File: src/rtl/i2c_pkg.sv
// Shared I2C definitions: transaction FSM states, ACK/NACK line levels and
// the data_clk divider used by the bus-clock generator and its consumers.
// No logic; no latency; no flow control.
package i2c_pkg;

    typedef enum logic [3:0] {
        IDLE,
        START,
        ADDR,
        SLV_ACK1,
        WR,
        RD,
        SLV_ACK2,
        MSTR_ACK,
        STOP
    } i2c_state_t;

    // SDA level seen in the acknowledge slot
    localparam logic ACK  = 1'b0;
    localparam logic NACK = 1'b1;

    // core clk cycles per data_clk half period
    localparam int DIVIDER = 4;

endpackage

File: src/rtl/i2c_master_txn_if.sv
// Bundle of the transaction request/response and SDA/SCL-control signals
// between the I2C master FSM and its user / pad side.
// master: FSM view; slave: requester + pad view. No latency; no backpressure.
interface i2c_master_txn_if #(
    parameter int ADDR_W = 7,
    parameter int DATA_W = 8
);
    logic              data_clk;      // phase from the clock generator
    logic              ena;           // request / continue a transaction
    logic [ADDR_W-1:0] addr;          // slave address
    logic              rw;            // 0 = write, 1 = read
    logic [DATA_W-1:0] data_wr;       // byte to write
    logic              sda_in;        // sampled SDA line
    logic              sda_pull_low;  // 1 = drive SDA low
    logic              scl_ena;       // 1 = pad SCL follows generator SCL
    logic              busy;          // transaction in progress
    logic [DATA_W-1:0] data_rd;       // last byte read
    logic              rd_valid;      // one-cycle pulse on data_rd update
    logic              ack_error;     // slave NACK seen

    modport master (
        input  data_clk, ena, addr, rw, data_wr, sda_in,
        output sda_pull_low, scl_ena, busy, data_rd, rd_valid, ack_error
    );

    modport slave (
        output data_clk, ena, addr, rw, data_wr, sda_in,
        input  sda_pull_low, scl_ena, busy, data_rd, rd_valid, ack_error
    );
endinterface

File: src/rtl/i2c_edge_detect.sv
// Rise/fall detector for the generator's data_clk phase signal.
// Latency: rise/fall are combinational against a one-cycle delayed copy.
// No backpressure. Ports: clk, rst, data_clk in; rise, fall out.
module i2c_edge_detect (
    input  logic clk,
    input  logic rst,
    input  logic data_clk,
    output logic rise,
    output logic fall
);
    logic d_q;

    // Reset to 1 so a data_clk that is already high after reset is not
    // mistaken for a rising edge.
    always_ff @(posedge clk) begin
        if (rst) begin
            d_q <= 1'b1;
        end else begin
            d_q <= data_clk;
        end
    end

    assign rise = data_clk & ~d_q;
    assign fall = ~data_clk & d_q;
endmodule

File: src/rtl/i2c_master_txn.sv
// Byte-level I2C master: START, address+R/W, data bytes with ACK handling, STOP.
// Latency: START driven the cycle after the first data_clk rise with ena high.
// Flow: ena/addr/rw/data_wr only evaluated at IDLE and ack boundaries.
// Ports: clk, rst (sync, active-high), bus (master modport).
module i2c_master_txn
    import i2c_pkg::*;
#(
    parameter int ADDR_W = 7,
    parameter int DATA_W = 8
) (
    input  logic              clk,
    input  logic              rst,
    i2c_master_txn_if.master  bus
);
    localparam int AW1   = ADDR_W + 1;
    localparam int MAXW  = (AW1 > DATA_W) ? AW1 : DATA_W;
    localparam int CNT_W = $clog2(MAXW + 1);
    localparam int AIW   = $clog2(AW1);
    localparam int DIW   = $clog2(DATA_W);

    localparam logic [CNT_W-1:0] CNT_A   = CNT_W'(ADDR_W);
    localparam logic [CNT_W-1:0] CNT_D   = CNT_W'(DATA_W);
    localparam logic [CNT_W-1:0] CNT_DM1 = CNT_W'(DATA_W - 1);

    logic rise;
    logic fall;

    i2c_edge_detect u_edge (
        .clk      (clk),
        .rst      (rst),
        .data_clk (bus.data_clk),
        .rise     (rise),
        .fall     (fall)
    );

    i2c_state_t        state_q, state_d;
    logic              sda_q, sda_d;
    logic              scl_q, scl_d;
    logic              busy_q, busy_d;
    logic [DATA_W-1:0] data_rd_q, data_rd_d;
    logic              rd_valid_q, rd_valid_d;
    logic              ack_err_q, ack_err_d;
    logic              ack_sent_q, ack_sent_d;
    logic [CNT_W-1:0]  bit_cnt_q, bit_cnt_d;
    logic [ADDR_W:0]   addr_rw_q, addr_rw_d;
    logic [DATA_W-1:0] tx_q, tx_d;
    logic [DATA_W-1:0] rx_q, rx_d;

    logic [ADDR_W:0]   req_addr_rw;
    logic              same_req;
    logic [CNT_W-1:0]  cnt_dec;

    assign req_addr_rw = {bus.addr, bus.rw};
    // Continuation is only allowed for the same slave and direction;
    // anything else ends the transaction with a STOP.
    assign same_req    = bus.ena && (req_addr_rw == addr_rw_q);
    assign cnt_dec     = bit_cnt_q - 1'b1;

    always_comb begin
        state_d    = state_q;
        sda_d      = sda_q;
        scl_d      = scl_q;
        busy_d     = busy_q;
        data_rd_d  = data_rd_q;
        rd_valid_d = 1'b0;
        ack_err_d  = ack_err_q;
        ack_sent_d = ack_sent_q;
        bit_cnt_d  = bit_cnt_q;
        addr_rw_d  = addr_rw_q;
        tx_d       = tx_q;
        rx_d       = rx_q;

        unique case (state_q)
            IDLE: begin
                if (rise && bus.ena) begin
                    addr_rw_d = req_addr_rw;
                    tx_d      = bus.data_wr;
                    busy_d    = 1'b1;
                    ack_err_d = 1'b0;
                    sda_d     = 1'b1;    // SCL still released high: START
                    state_d   = START;
                end
            end
            START: begin
                if (fall) scl_d = 1'b1;
                if (rise) begin
                    sda_d     = ~addr_rw_q[ADDR_W];
                    bit_cnt_d = CNT_A;
                    state_d   = ADDR;
                end
            end
            ADDR: begin
                // bit_cnt holds the index of the bit currently on the bus
                if (rise) begin
                    if (bit_cnt_q == '0) begin
                        sda_d   = 1'b0;
                        state_d = SLV_ACK1;
                    end else begin
                        bit_cnt_d = cnt_dec;
                        sda_d     = ~addr_rw_q[AIW'(cnt_dec)];
                    end
                end
            end
            SLV_ACK1: begin
                if (fall && bus.sda_in == NACK) ack_err_d = 1'b1;
                if (rise) begin
                    if (ack_err_q) begin
                        sda_d   = 1'b1;
                        state_d = STOP;
                    end else if (!addr_rw_q[0]) begin
                        sda_d     = ~tx_q[DATA_W-1];
                        bit_cnt_d = CNT_DM1;
                        state_d   = WR;
                    end else begin
                        sda_d     = 1'b0;
                        bit_cnt_d = CNT_D;
                        state_d   = RD;
                    end
                end
            end
            WR: begin
                if (rise) begin
                    if (bit_cnt_q == '0) begin
                        sda_d   = 1'b0;
                        state_d = SLV_ACK2;
                    end else begin
                        bit_cnt_d = cnt_dec;
                        sda_d     = ~tx_q[DIW'(cnt_dec)];
                    end
                end
            end
            SLV_ACK2: begin
                if (fall && bus.sda_in == NACK) ack_err_d = 1'b1;
                if (rise) begin
                    if (!ack_err_q && same_req) begin
                        tx_d      = bus.data_wr;
                        sda_d     = ~bus.data_wr[DATA_W-1];
                        bit_cnt_d = CNT_DM1;
                        state_d   = WR;
                    end else begin
                        sda_d   = 1'b1;
                        state_d = STOP;
                    end
                end
            end
            RD: begin
                // bit_cnt holds the number of samples still to take
                if (fall && bit_cnt_q != '0) begin
                    rx_d      = {rx_q[DATA_W-2:0], bus.sda_in};
                    bit_cnt_d = cnt_dec;
                end
                if (rise && bit_cnt_q == '0) begin
                    data_rd_d  = rx_q;
                    rd_valid_d = 1'b1;
                    ack_sent_d = same_req;
                    sda_d      = same_req;   // pull low = ACK, release = NACK
                    state_d    = MSTR_ACK;
                end
            end
            MSTR_ACK: begin
                if (rise) begin
                    if (ack_sent_q) begin
                        sda_d     = 1'b0;
                        bit_cnt_d = CNT_D;
                        state_d   = RD;
                    end else begin
                        sda_d   = 1'b1;
                        state_d = STOP;
                    end
                end
            end
            STOP: begin
                // SCL is parked high mid-high, then SDA released: STOP
                if (fall) scl_d = 1'b0;
                if (rise) begin
                    sda_d   = 1'b0;
                    busy_d  = 1'b0;
                    state_d = IDLE;
                end
            end
            default: state_d = IDLE;
        endcase
    end

    always_ff @(posedge clk) begin
        if (rst) begin
            state_q    <= IDLE;
            sda_q      <= 1'b0;
            scl_q      <= 1'b0;
            busy_q     <= 1'b0;
            data_rd_q  <= '0;
            rd_valid_q <= 1'b0;
            ack_err_q  <= 1'b0;
            ack_sent_q <= 1'b0;
            bit_cnt_q  <= '0;
            addr_rw_q  <= '0;
            tx_q       <= '0;
            rx_q       <= '0;
        end else begin
            state_q    <= state_d;
            sda_q      <= sda_d;
            scl_q      <= scl_d;
            busy_q     <= busy_d;
            data_rd_q  <= data_rd_d;
            rd_valid_q <= rd_valid_d;
            ack_err_q  <= ack_err_d;
            ack_sent_q <= ack_sent_d;
            bit_cnt_q  <= bit_cnt_d;
            addr_rw_q  <= addr_rw_d;
            tx_q       <= tx_d;
            rx_q       <= rx_d;
        end
    end

    assign bus.sda_pull_low = sda_q;
    assign bus.scl_ena      = scl_q;
    assign bus.busy         = busy_q;
    assign bus.data_rd      = data_rd_q;
    assign bus.rd_valid     = rd_valid_q;
    assign bus.ack_error    = ack_err_q;
endmodule

File: src/flat_wrapper.sv
// flat-port wrapper written by rule: the top's interface ports become plain ports
module i2c_master_txn_flat import i2c_pkg::*;
#(
    parameter int ADDR_W = 7,
    parameter int DATA_W = 8
)
  (clk, rst, bus_data_clk, bus_ena, bus_addr, bus_rw, bus_data_wr, bus_sda_in, bus_sda_pull_low, bus_scl_ena, bus_busy, bus_data_rd, bus_rd_valid, bus_ack_error);
  i2c_master_txn_if #(.ADDR_W(ADDR_W), .DATA_W(DATA_W)) bus_i ();
  input  logic clk;
  input  logic rst;
  input wire logic [$bits(bus_i.data_clk)-1:0] bus_data_clk;
  input wire logic [$bits(bus_i.ena)-1:0] bus_ena;
  input wire logic [$bits(bus_i.addr)-1:0] bus_addr;
  input wire logic [$bits(bus_i.rw)-1:0] bus_rw;
  input wire logic [$bits(bus_i.data_wr)-1:0] bus_data_wr;
  input wire logic [$bits(bus_i.sda_in)-1:0] bus_sda_in;
  output wire logic [$bits(bus_i.sda_pull_low)-1:0] bus_sda_pull_low;
  output wire logic [$bits(bus_i.scl_ena)-1:0] bus_scl_ena;
  output wire logic [$bits(bus_i.busy)-1:0] bus_busy;
  output wire logic [$bits(bus_i.data_rd)-1:0] bus_data_rd;
  output wire logic [$bits(bus_i.rd_valid)-1:0] bus_rd_valid;
  output wire logic [$bits(bus_i.ack_error)-1:0] bus_ack_error;
  assign bus_i.data_clk = bus_data_clk;
  assign bus_i.ena = bus_ena;
  assign bus_i.addr = bus_addr;
  assign bus_i.rw = bus_rw;
  assign bus_i.data_wr = bus_data_wr;
  assign bus_i.sda_in = bus_sda_in;
  assign bus_sda_pull_low = bus_i.sda_pull_low;
  assign bus_scl_ena = bus_i.scl_ena;
  assign bus_busy = bus_i.busy;
  assign bus_data_rd = bus_i.data_rd;
  assign bus_rd_valid = bus_i.rd_valid;
  assign bus_ack_error = bus_i.ack_error;
  i2c_master_txn #(.ADDR_W(ADDR_W), .DATA_W(DATA_W)) u_core (.clk(clk), .rst(rst), .bus(bus_i));
endmodule
File: config.mk
export PLATFORM = sky130hd
export DESIGN_NAME = i2c_master_txn_flat
export DESIGN_NICKNAME = d
export VERILOG_FILES = /design/src/rtl/i2c_pkg.sv /design/src/rtl/i2c_master_txn_if.sv /design/src/rtl/i2c_edge_detect.sv /design/src/rtl/i2c_master_txn.sv /design/src/flat_wrapper.sv
export SDC_FILE = /design/constraint.sdc
export NUM_CORES = 1
export LEC_CHECK = 0
export CAP_MARGIN = 5
export CORE_MARGIN = 1
export CORE_UTILIZATION = 35
export CTS_CLUSTER_DIAMETER = 60
export DETAILED_ROUTE_END_ITERATION = 12
export GPL_ROUTABILITY_DRIVEN = 0
export PLACE_DENSITY_LB_ADDON = 0.25
export SYNTH_ARGS = -nofsm -noshare
export SYNTH_HDL_FRONTEND = slang
export SYNTH_SLANG_ARGS = --single-unit
File: constraint.sdc
create_clock -name clk -period 2 [get_ports clk]
set_input_delay 0.4 -clock clk [delete_from_list [all_inputs] [get_ports clk]]
set_output_delay 0.4 -clock clk [all_outputs]
set_load 0.1 [all_outputs]
==> results of run 1 <==
## area by class of cell
type | count | area (sq um) | share of cell area
inverter | 5 | 23.77 | 0.006975
timing repair buffer | 77 | 660.6 | 0.1938
multi-input combinational | 212 | 1511 | 0.4435
tap | 96 | 120.1 | 0.03524
clock buffer | 5 | 68.82 | 0.02019
sequential | 47 | 952.2 | 0.2794
clock inverter | 3 | 71.32 | 0.02093
## logic make-up after synthesis
kind of cell / Yosys count / share of synthesized area
AO/OA/AOI/OAI: 52 / 0.1438
multiplexers: 33 / 0.1550
flip-flops: 47 / 0.3835
AND/OR/NAND/NOR: 113 / 0.2213
XOR/XNOR: 12 / 0.04284
adder cells (fa/ha/maj): 2 / 0.01020
buffers and inverters: 25 / 0.04334
## power groups by stage
stage                     Sequential, W  Combinational [W]  Clock, W
after floorplan                 0.00109           0.000383         0
after global placement          0.00103           0.000664         0
after detailed placement        0.00103           0.000668         0
after CTS                       0.00101           0.000729  0.000877
after global routing            0.00102           0.000840  0.000915
final                           0.00101           0.000776  0.000862
## worst max-delay path, delay by kind of cell, from the launching register on
| kind | cells | cell delay [ns] |
|---|---|---|
| AOI/OAI and AO/OA | 3 | 0.79 |
| and+or+nand+nor | 3 | 0.71 |
| DFF | 1 | 0.37 |
| buffers and inverters | 1 | 0.18 |
## worst max-delay path by stage
| stage | startpoint | to | slack, ns |
|---|---|---|---|
| floorplan | u_core.bit_cnt_q[0]$_SDFFE_PP0P_ | u_core.state_q[1]$_SDFFE_PP0P_ | -0.09 |
| finish | u_core.state_q[3]$_SDFFE_PP0P_ | u_core.state_q[1]$_SDFFE_PP0P_ | -0.14 |
| global placement | bus_data_clk | u_core.state_q[1]$_SDFFE_PP0P_ | -0.41 |
| CTS | u_core.bit_cnt_q[0]$_SDFFE_PP0P_ | u_core.state_q[1]$_SDFFE_PP0P_ | -0.1 |
| global route | u_core.bit_cnt_q[0]$_SDFFE_PP0P_ | u_core.state_q[1]$_SDFFE_PP0P_ | -0.22 |
| detailed placement | bus_data_clk | u_core.state_q[1]$_SDFFE_PP0P_ | -0.45 |
## state kept, by name (all words and copies together) (netlist names), 4 cells and up
signal              flops
u_core.bit_cnt_q        4
u_core.state_q          4
u_core.addr_rw_q        8
u_core.tx_q             8
u_core.bus.data_rd      8
u_core.rx_q             8
## metrics by stage
step | area, sq um | setup slack (ns) | setup TNS [ns]
detailed placement | 3094 | -0.4533 | -4.531
global route | 3408 | -0.2226 | -0.6676
global placement | 3094 | -0.4098 | -4.141
finish | 3408 | -0.1354 | -0.2373
CTS | 3318 | -0.09688 | -0.2005
floorplan | 2479 | -0.08585 | -0.1267
## timing repair
item | CTS | global route
gates resized for setup | 17 | 13
buffers inserted | 3 | 5
setup endpoints to repair | 7 | 17
hold buffers | 0 | 0
pin swaps | 1 | 9
## cells in the final DEF (no fill, tap or decap), drive strengths merged, types with 5 or more instances in the layout
cell | synthesis | final
nand2b | 5 | 5
o21ai | 9 | 9
inv | 5 | 6
clkdlybuf4s50 | 0 | 17
nand2 | 35 | 35
a21oi | 22 | 22
nand3 | 6 | 6
mux2i | 29 | 29
dfxtp | 47 | 47
nor2 | 38 | 38
clkbuf | 12 | 5
buf | 8 | 57
nor2b | 6 | 6
xnor2 | 9 | 9
## layer usage
layer / vias up / global-route usage / share of wire
met3: 15 / 0.02984 / 0.028
li1: 1119 / - / -
met2: 49 / 0.2749 / 0.46
met4: 0 / 0.06970 / 0.025
met5: - / 0 / 0
met1: 1048 / 0.2333 / 0.48
==> flow_summary_export.csv, run 1 <==
group,metric,value,unit
worst_setup_path,crit_slowest_cell,"a2111oi_4",
clock_tree,cts_tree,"yes",
route,drc,0,
timing,finalMaxSlewViolations,0,
worst_setup_path,crit_type,"reg -> reg",
floorplanning,die-area,0.007349,sq mm
route,first_iter_violations,108,
timing,hold_ws,0.4022,ns
power,p_comb_frac,0.293,
route,viasPerCell,5.013,
global_routing,grt_pass1_vias,2087,
worst_setup_path,r2r_end,"u_core.state_q[1]$_SDFFE_PP0P_",
timing,fin_crit_sh,1.068,
run,drv_cap,0,
timing,rsz0062_at_grt,"true",
yosys,syn-num-nets,307,
yosys,synth_commonest_cells,"dfxtp_1 (47), nor2_1 (38), nand2_1 (34), mux2i_1 (29), a21oi_1 (22)",
run_status,status,"finished with violations",
timing,fin_ws,-0.1354,ns
timing,relSlewSlack,0.5786,
clock_tree,cts.htree.levels,2,
timing,setup-violations-final,3,
worst_setup_path,required,2.23,ns
worst_setup_path,crit_chain,"buf_4 -> nor3_4 -> nor4b_4 -> a2111oi_4 -> o41ai_4 -> or4_1 -> a31oi_1",
yosys,synth.most_common_cell,"dfxtp_1",
global_routing,grt_pass1_wl,9.998,mm
route,ant_nets,0,
floorplanning,dieWidth,85.73,um
yosys,postSynthAreaPerCell,8.639,sq um
timing,hold_viol,0,
route,num_vias,2231,
yosys,ys_warn_count,0,
final_layout,diodes,0,
placed_design,portBuffers,33,
worst_hold_path,worstHoldStart,"bus_addr[2]",
global_routing,antenna_found_initial,0,
timing,period_needed,2.135,ns
worst_setup_path,reg2reg_setup_slack,-0.14,ns
worst_setup_path,end_kind,"flip-flop",
final_layout,finalNetCount,371,
timing,max_freq,468.3,MHz
power,seqPwrFrac,0.382,
final_layout,final_util,0.5017,
floorplanning,coreArea,0.006794,sq mm
final_layout,drive_gt1_frac,0.2751,
floorplanning,num_rows,30,
power,leakage,1.409,nW
power,pwr-share-clk,0.325,
worst_hold_path,min_path_cells,3,
yosys,synthFlopType,"dfxtp_1",
route,wire_per_inst,13.51,um
placed_design,dp.cells,429,
final_layout,instances_no_fill,445,
power,p_int,0.001848,W
global_routing,grt_max_degree,29,
placed_design,hpwl,4.474,mm
clock_tree,cts_buffer_depth,2,
final_layout,fill_cells,649,
power,power_switching,0.0008014,W
timing,skew,0.006238,ns
timing,worstMarginPinSlew,0.6233,ns
yosys,syn-cell-area,0.002454,sq mm
yosys,ys_seq_elements,47,
worst_hold_path,hold_end,"u_core.addr_rw_q[3]$_SDFFE_PP0P_",
worst_hold_path,hp-class,"in -> reg",
yosys,synthArstFlopShare,0,
worst_setup_path,critPathLaunchType,"flip-flop",
yosys,synth_edf_count,0,
power,peakVddDrop,0.4261,mV
yosys,yosysTopAreaCell,"dfxtp_1",
power,swShare,0.3025,
floorplanning,die_h,85.73,um
route,drtPass1Iterations,4,
floorplanning,initial_utilization,0.3611,
yosys,synth_cell_type_count,47,
power,p_per_area,777.4,mW/mm^2
route,routed_wl,6.013,mm
worst_setup_path,worst_path_largest_cell_delay,0.44,ns
clock_tree,clk_pin_slew,0.10,ns
clock_tree,cts_root_buf,"clkbuf_8",
yosys,synth_area_leaders,"dfxtp_1 (38%), mux2i_1 (12%), nor2_1 (5.8%), nand2_1 (5.2%), a21oi_1 (4.5%)",
yosys,postSynthCellCount,284,
clock_tree,clk_latency,0.31,ns
worst_setup_path,cp.arrival,2.37,ns
yosys,yosysSeqAreaShare,0.3835,
global_routing,grt_use_total,0.1729,
clock_tree,cts_buffers,5,
floorplanning,io_pins,34,
worst_setup_path,worstPathMaxFanout,7,
clock_tree,clock-sinks,47,
worst_setup_path,r2r-start,"u_core.state_q[3]$_SDFFE_PP0P_",
power,power,0.002650,W
run_status,violations,"setup timing",
global_routing,grt_overflow_total,0,
worst_setup_path,r2r_cells,7,
final_layout,area_delta_synth_final,38.91,%
yosys,synth_top_area_frac,0.3835,
No activity file was read; power rests on OpenSTA's default activity.
==> run 2: changes to the inputs <==
CORE_UTILIZATION = 30   (was 35)
==> run 2 against run 1 <==
Compared with the run above:
- the flow still finishes with violations (setup timing)
- register-to-register slack improved by 0.11 ns
- fmax increased by 5.6%
- combinational power fell by 5.4%
- sequential power is essentially flat
- setup slack better by 0.11 ns
- cell count down 0.22%
- critical path depth rose by 1
- sequential cell count did not move
- highest routed layer unchanged
- total power down 10%
- sequential share of layout area increased by 0.54 points
- routed wire length increased by 4.8%
- via count fell by 1.0%
- critical path type unchanged
==> flow_summary_export.csv, run 2 (synthesis gave the netlist of run 1 again) <==
group,metric,value,unit
power,p_per_area,716.5,mW/mm^2
worst_setup_path,crit_chain,"inv_4 -> ha_4 -> nor3b_4 -> nand2_2 -> a2111oi_4 -> o41ai_2 -> or4_1 -> a31oi_1",
route,num_vias,2208,
global_routing,grt_overflow_total,0,
route,ant_nets,0,
route,wl_met1,2.959,mm
worst_setup_path,cp_num_buf_inv,1,
final_layout,drive_gt1_frac,0.2602,
floorplanning,io_pins,34,
final_layout,final_util,0.4255,
placed_design,hpwl,4.543,mm
worst_setup_path,cp.arrival,2.26,ns
run_status,status,"finished with violations",
floorplanning,die_h,92.44,um
run,drv_cap,0,
worst_hold_path,hp-class,"in -> reg",
final_layout,final_cell_mix,"buf_4 (46), dfxtp_1 (43), nor2_1 (38), nand2_1 (34), mux2i_1 (27)",
route,first_iter_violations,101,
timing,hold_viol,0,
worst_hold_path,hold_end,"u_core.addr_rw_q[0]$_SDFFE_PP0P_",
placed_design,pre_cts_slack,-0.4668,ns
worst_setup_path,worstPathMaxFanout,4,
timing,setup-violations-final,2,
placed_design,placed_cell_area,0.003099,sq mm
run_status,violations,"setup timing",
worst_hold_path,worstHoldStart,"bus_rw",
route,wl_met2,3.004,mm
clock_tree,cts_tree,"yes",
timing,fin_ws,-0.02244,ns
power,peakVddDrop,0.3266,mV
route,dr.max_layer_used,"met4",
global_routing,grt_pass1_wl,10.82,mm
worst_setup_path,r2r_end,"u_core.state_q[1]$_SDFFE_PP0P_",
clock_tree,cts_buffer_depth,2,
worst_setup_path,worst_path_largest_cell_delay,0.41,ns
clock_tree,clk_latency,0.31,ns
floorplanning,num_rows,32,
global_routing,grt_use_total,0.1604,
route,met3_length,215,um
floorplanning,initial_utilization,0.3143,
clock_tree,clock-sinks,47,
worst_setup_path,end_kind,"flip-flop",
final_layout,area_delta_synth_final,35.39,%
route,wire_per_inst,14.19,um
final_layout,final_common_cell,"buf_4",
worst_setup_path,crit_type,"reg -> reg",
route,drc,0,
timing,rsz0062_at_grt,"true",
worst_setup_path,critPathTopFamily,"simple AND/OR/NAND/NOR gates",
floorplanning,coreArea,0.007807,sq mm
route,routed_wl,6.302,mm
route,drtPass1Iterations,4,
final_layout,diodes,0,
global_routing,grt_max_degree,38,
timing,worstMarginPinSlew,0.4049,ns
placed_design,portBuffers,33,
global_routing,grt_pass1_vias,2193,
timing,hold_ws,0.3804,ns
worst_setup_path,crit_slowest_cell,"or4_1",
clock_tree,cts.htree.levels,2,
floorplanning,dieWidth,92.44,um
worst_hold_path,min_path_cells,3,
timing,fin_crit_sh,1.011,
clock_tree,cts_root_buf,"clkbuf_8",
final_layout,fin_area,0.003322,sq mm
global_routing,antenna_found_initial,0,
timing,skew,0.006089,ns
final_layout,finalNetCount,364,
worst_setup_path,critPathLaunchType,"flip-flop",
worst_setup_path,r2r-start,"u_core.bit_cnt_q[0]$_SDFFE_PP0P_",
clock_tree,clk_pin_slew,0.10,ns
worst_setup_path,reg2reg_setup_slack,-0.02,ns
placed_design,dp.cells,433,
clock_tree,cts_buffers,5,
floorplanning,die-area,0.008544,sq mm
timing,max_freq,494.5,MHz
timing,finalMaxSlewViolations,0,
final_layout,instances_no_fill,444,
worst_setup_path,required,2.24,ns
timing,period_needed,2.022,ns
route,viasPerCell,4.973,
power,leakage,1.363,nW
timing,relSlewSlack,0.7271,
worst_setup_path,r2r_cells,8,
[run 2: cell count changes in the layout (fill, tap and decap cells not counted), moves of 2 or more]
cell and change:
buf_4 -8, bufinv_16 -2, clkdlybuf4s50_1 -2, dfxtp_4 -2, dlymetal6s2s_1 +2
[run 2: worst max-delay path by stage]
stage	from	slack, ns	end	depth (start not counted)
5_1_grt	u_core.bit_cnt_q[0]$_SDFFE_PP0P_	-0.13	u_core.state_q[1]$_SDFFE_PP0P_	8
3_3_place_gp	bus_data_clk	-0.44	u_core.state_q[1]$_SDFFE_PP0P_	7
4_1_cts	u_core.bit_cnt_q[0]$_SDFFE_PP0P_	-0.02	u_core.state_q[1]$_SDFFE_PP0P_	8
2_1_floorplan	u_core.bit_cnt_q[0]$_SDFFE_PP0P_	-0.09	u_core.state_q[1]$_SDFFE_PP0P_	9
3_5_place_dp	bus_data_clk	-0.47	u_core.state_q[1]$_SDFFE_PP0P_	7
6_report	u_core.bit_cnt_q[0]$_SDFFE_PP0P_	-0.02	u_core.state_q[1]$_SDFFE_PP0P_	8
[run 2: metal layers]
layer | vias up | global-route usage
li1 | 1106 | -
met1 | 1042 | 0.2146
met2 | 48 | 0.2568
met3 | 12 | 0.02791
met4 | 0 | 0.05990
met5 | - | 0
[run 2: power breakdown]
part | switching, W | internal [W] | leakage [nW]
clock network | 0.000372 | 0.000260 | 0.0467
logic | 0.000394 | 0.000339 | 0.935
registers | 0.0000386 | 0.000975 | 0.382
total | 0.000805 | 0.00157 | 1.36
[run 2: tightest hold or removal path, stage by stage]
cell and delay (ns):
dlymetal6s2s_1 0.14, nand2_1 0.06, a21oi_1 0.05
[run 2: final cells by class]
cell class | count | area [sq um]
Fill cell | 792 | 4486
Sequential cell | 47 | 945.9
Tap cell | 102 | 127.6
Clock buffer | 5 | 68.82
Timing Repair Buffer | 70 | 629.4
Multi-Input combinational cell | 212 | 1499
Clock inverter | 3 | 27.53
Inverter | 5 | 23.77
[run 2: metrics by stage]
stage               setup TNS (ns)  power (W)
floorplan                  -0.1267   0.001472
global placement            -4.199   0.001704
detailed placement          -4.868   0.001710
CTS                       -0.05149   0.002380
global route               -0.4118   0.002506
finish                    -0.03160   0.002380
[run 2: timing repair]
item	CTS	global route
endpoints found under the setup margin	8	17
buffers inserted	1	2
hold buffers	0	0
resized for setup	15	14
pin swaps	1	11
hold endpoints to repair	0	0
